File: src/rtl/updown_cnt_pkg.sv
// updown_cnt_pkg: shared direction type and default width for the up/down counter
package updown_cnt_pkg;
    typedef enum logic {CNT_DOWN = 1'b0, CNT_UP = 1'b1} cnt_dir_e;
    localparam int DEF_WIDTH = 4;
endpackage

File: src/rtl/updown_cnt_next.sv
// updown_cnt_next: next-count and boundary-event logic; UPDOWN_CNT_SATURATE_EN selects hold instead of wrap
module updown_cnt_next
    import updown_cnt_pkg::*;
#(
    parameter int WIDTH = DEF_WIDTH
) (
    input  logic [WIDTH-1:0] count,
    input  logic [WIDTH-1:0] max_val,
    input  logic             en,
    input  logic             updown,
    output logic [WIDTH-1:0] nxt,
    output logic             evt_up,
    output logic             evt_dn
);
    cnt_dir_e dir;
    logic [WIDTH-1:0] up_hit, dn_hit;
    assign dir    = cnt_dir_e'(updown);
    assign evt_up = en && dir == CNT_UP && count >= max_val;
    assign evt_dn = en && dir == CNT_DOWN && count == '0;
`ifdef UPDOWN_CNT_SATURATE_EN
    assign up_hit = max_val;
    assign dn_hit = '0;
`else
    assign up_hit = '0;
    assign dn_hit = max_val;
`endif
    always_comb begin
        nxt = count;
        if (en)
            nxt = dir == CNT_UP ? (evt_up ? up_hit : WIDTH'(count + 1'b1))
                : evt_dn ? dn_hit
                : count > max_val ? max_val : WIDTH'(count - 1'b1);
    end
endmodule

File: src/rtl/updown_counter_param.sv
// updown_counter_param: parametrised up/down counter with load, modulo, wrap pulse and sticky flags (UPDOWN_CNT_SATURATE_EN: saturate)
module updown_counter_param
    import updown_cnt_pkg::*;
#(
    parameter int             WIDTH   = DEF_WIDTH,
    parameter logic [WIDTH-1:0] RST_VAL = '0
) (
    input  logic             clk,
    input  logic             reset,
    input  logic             en,
    input  logic             updown,
    input  logic             load,
    input  logic [WIDTH-1:0] load_val,
    input  logic [WIDTH-1:0] max_val,
    input  logic             clr_flags,
    output logic [WIDTH-1:0] count,
    output logic             tc,
    output logic             wrap,
    output logic             ovf_flag,
    output logic             unf_flag
);
    logic [WIDTH-1:0] nxt, ld;
    logic evt_up, evt_dn, hit_up, hit_dn;
    updown_cnt_next #(.WIDTH(WIDTH)) u_next (
        .count   (count),
        .max_val (max_val),
        .en      (en),
        .updown  (updown),
        .nxt     (nxt),
        .evt_up  (evt_up),
        .evt_dn  (evt_dn)
    );
    assign ld     = load_val > max_val ? max_val : load_val;
    assign hit_up = !load && evt_up;
    assign hit_dn = !load && evt_dn;
    assign tc     = updown ? count >= max_val : count == '0;
    always_ff @(posedge clk) begin
        if (reset) begin
            count    <= RST_VAL;
            wrap     <= 1'b0;
            ovf_flag <= 1'b0;
            unf_flag <= 1'b0;
        end else begin
            count    <= load ? ld : nxt;
            wrap     <= hit_up || hit_dn;
            ovf_flag <= hit_up || (ovf_flag && !clr_flags);
            unf_flag <= hit_dn || (unf_flag && !clr_flags);
        end
    end
endmodule

File: config.mk
export PLATFORM = sky130hd
export DESIGN_NAME = updown_counter_param
export DESIGN_NICKNAME = d
export VERILOG_FILES = /design/src/rtl/updown_cnt_pkg.sv /design/src/rtl/updown_cnt_next.sv /design/src/rtl/updown_counter_param.sv
export SDC_FILE = /design/constraint.sdc
export NUM_CORES = 1
export LEC_CHECK = 0
export CORE_UTILIZATION = 44
export DETAILED_ROUTE_END_ITERATION = 7
export GPL_TIMING_DRIVEN = 0
export PLACE_DENSITY = 0.73
export SYNTH_ARGS = -nofsm -noshare
export SYNTH_HDL_FRONTEND = slang
export SYNTH_SLANG_ARGS = --single-unit
File: constraint.sdc
create_clock -name clk -period 1.85 [get_ports clk]
set_input_delay 0.37 -clock clk [delete_from_list [all_inputs] [get_ports clk]]
set_output_delay 0.37 -clock clk [all_outputs]
set_load 0.01 [all_outputs]
==> results_dict.tcl <==
set metrics [dict create \
    fillers 132 \
    maxCapViolCount 0 \
    fin_ws_ns -0.278 \
    synth_area_leaders "dfxtp_1 (16%), ha_1 (16%), mux2i_1 (5.7%)" \
    synth_warnings 0 \
    synthMuxAreaShare_pct 5.69 \
    synth-edff-count 0 \
    dp.cells 147 \
    io_pins 22 \
    gp_congestion 0.788 \
    grt_start_max_net_pins 11 \
    firstDrtPassIters 4 \
    hold_slack_ns 0.480 \
    dp_slack_ns -0.993 \
    layout.nets 161 \
    path_common_cell "a21o_1" \
    final.setup.tns_ns -0.278 \
    skew_ns 0.00700 \
    yosysUniqueCellTypes 44 \
    synthTopCellsByCount "ha_1 (11), inv_1 (8), dfxtp_1 (7), nand2_1 (7), mux2i_1 (5)" \
    grtUsageTotal_pct 24.4 \
    drc 0 \
    synth_compound_area_share_pct 29.9 \
    critPathArrivalTime_ns 1.76 \
    finalSetupViolCount 1 \
    rows 15 \
    die_w_um 46.7 \
    worstPathCellList "inv_4, ha_4, nand2b_4, a21o_1, a21o_1, a21oi_2, mux2i_1, buf_2" \
    power_uw 796 \
    layoutNonFillerInstCount 160 \
    syn_nets 126 \
    cts_tree "yes" \
    synth-main-ff-cell "dfxtp_1" \
    timing.final.hold_violations 0 \
    irDropWorstVdd_mv 0.408 \
    drt_iter0_drc 11 \
    synthSimpleGateAreaFrac_pct 22.0 \
    synth_top_family_by_area "compound AO/OA/AOI/OAI gates" \
    hpwl_um 1750 \
    htreeDepth 1 \
    cts_buffers 3 \
    wl_per_cell_um 15.1 \
    vias 909 \
    slew_violations 0 \
    dieArea_um2 2180 \
    ys_ff_latch 7 \
    fin_area_um2 1320 \
    path_class "reg2out" \
    synth_area_um2 880 \
    cp_max_fo 2 \
    start_kind "register" \
    yosysMostFrequentCell "ha_1" \
    post-route-period-util_pct 115 \
    worstPathRequired_ns 1.48 \
    outcome "finished with violations" \
    grt_pass1_wl_um 3620 \
    rsz0062_at_grt "true" \
    final_layout_size_suffix_gt1_share_pct 33.3 \
    dpl_cell_area_um2 1130 \
    synth_xor_xnor_area_share_pct 3.98 \
    initial_core_util_pct 48.8 \
    min_path_type "reg2reg" \
    drtAntennaViolNets 0 \
    avgSynthCellArea_um2 8.71 \
    grt_pass1_vias 818 \
    period_needed_ns 2.13 \
    slowest_delay_ns 0.36 \
    synthAdderAreaFrac_pct 15.6 \
    coreArea_um2 1800 \
    violations "negative setup slack" \
    synthArstFlopShare_pct 0 \
    path_clk_slew_ns 0.06 \
    antenna_found_initial 0 \
    routed_wl_um 2420 \
    via_per_inst 5.68 \
    syn_inst 101 \
    tightest_slew_ns 0.446 \
    die_y_um 46.7 \
    p_leak_nw 0.545 \
    slew_headroom_pct 70.3 \
    seq_area_frac_synth_pct 15.9 \
    area_growth_syn_to_layout_pct 50.1 \
    cp-end-kind "output port" \
    power_density_nw_per_um2 603 \
    synth_top_cell_area_share_pct 15.9 \
    synth_top_area_cell "dfxtp_1" \
    clock_sinks 7 \
    root_buffer "clkbuf_4" \
    grt.overflow.total 0 \
    clock_path_buffers 2 \
    portBuffers 21 \
    holdBufCountCts 0 \
    final_core_util_pct 73.3 \
    crit_slowest_cell "dfxtp_4" \
    clock_latency_ns 0.28 \
    max_freq_ghz 0.470 \
    n_antenna_cell 0 \
]
-- worst max-delay path: cells and delay by family (launching register included) --
kind,cells,cell delay [ns]
AO/OA/AOI/OAI,3,0.49
adder cells (fa/ha/maj),1,0.23
buffers and inverters,2,0.18
flip-flops,1,0.36
multiplexers,1,0.08
AND/OR/NAND/NOR,1,0.13
-- per-layer routing --
layer,global-route usage [%],share of wire [%],vias to the layer above
met5,0,0,-
met3,5.88,5.6,4
li1,-,-,448
met4,9.71,2.2,0
met2,43.9,49,34
met1,27.3,43,423
-- sequential cells by signal (all words and copies together), names as in the netlist --
name      flops
count         4
ovf_flag      1
unf_flag      1
wrap          1
-- worst paths after layout --
path	cells past startpoint	end	slack, ns	start
setup reg to reg	7	count[3]	0.03	count[3]
setup / recovery	8	tc	-0.28	count[0]
hold / removal	2	ovf_flag	0.48	ovf_flag
hold reg to reg	2	ovf_flag	0.48	ovf_flag
-- cells in the final DEF (no fill, tap or decap), drive strengths merged, types with 2 or more instances in the layout --
cell type,count
inv,9
nand4,2
dlygate4sd2,4
o211ai,4
clkdlybuf4s15,2
a21o,2
clkdlybuf4s50,13
a221oi,2
or3,2
buf,12
dfxtp,7
and4,2
o21bai,4
nor2b,4
o21a,2
clkbuf,5
a211oi,3
nand2,7
a311oi,2
a21oi,5
nand3,3
ha,11
mux2i,5
xnor2,3
nand2b,2
o21ai,2
nor2,3
-- timing repair --
| action | 4_1_cts | 5_1_grt |
|---|---|---|
| pin swaps | 14 | 2 |
| gates resized for setup | 30 | 2 |
| setup endpoints to repair | 6 | 5 |
| buffers inserted | 9 | 0 |
-- cell type report --
type,count,area [um2],area share (%)
Multi-Input combinational cell,82,779,59.1
Timing Repair Buffer,30,274,20.8
Sequential cell,7,146,11.1
Inverter,9,36.3,2.75
Tap cell,25,31.3,2.37
Clock buffer,4,26.3,1.99
Buffer,3,26.3,1.99
-- cells by family (layout without fill, tap and decap cells) --
logic type               after synthesis  after routing
AND/OR/NAND/NOR                       30             30
XOR/XNOR                               4              4
adder cells (fa/ha/maj)               11             11
AO/OA/AOI/OAI                         32             32
multiplexers                           5              5
buffers and inverters                 12             46
flip-flops                             7              7
-- where the power goes --
part           switching (mW)  total, mW  internal, mW
sequential             0.0202      0.185         0.164
clock                  0.0786      0.162        0.0837
combinational           0.209      0.449         0.240
Power figures use the tool's default switching activity.
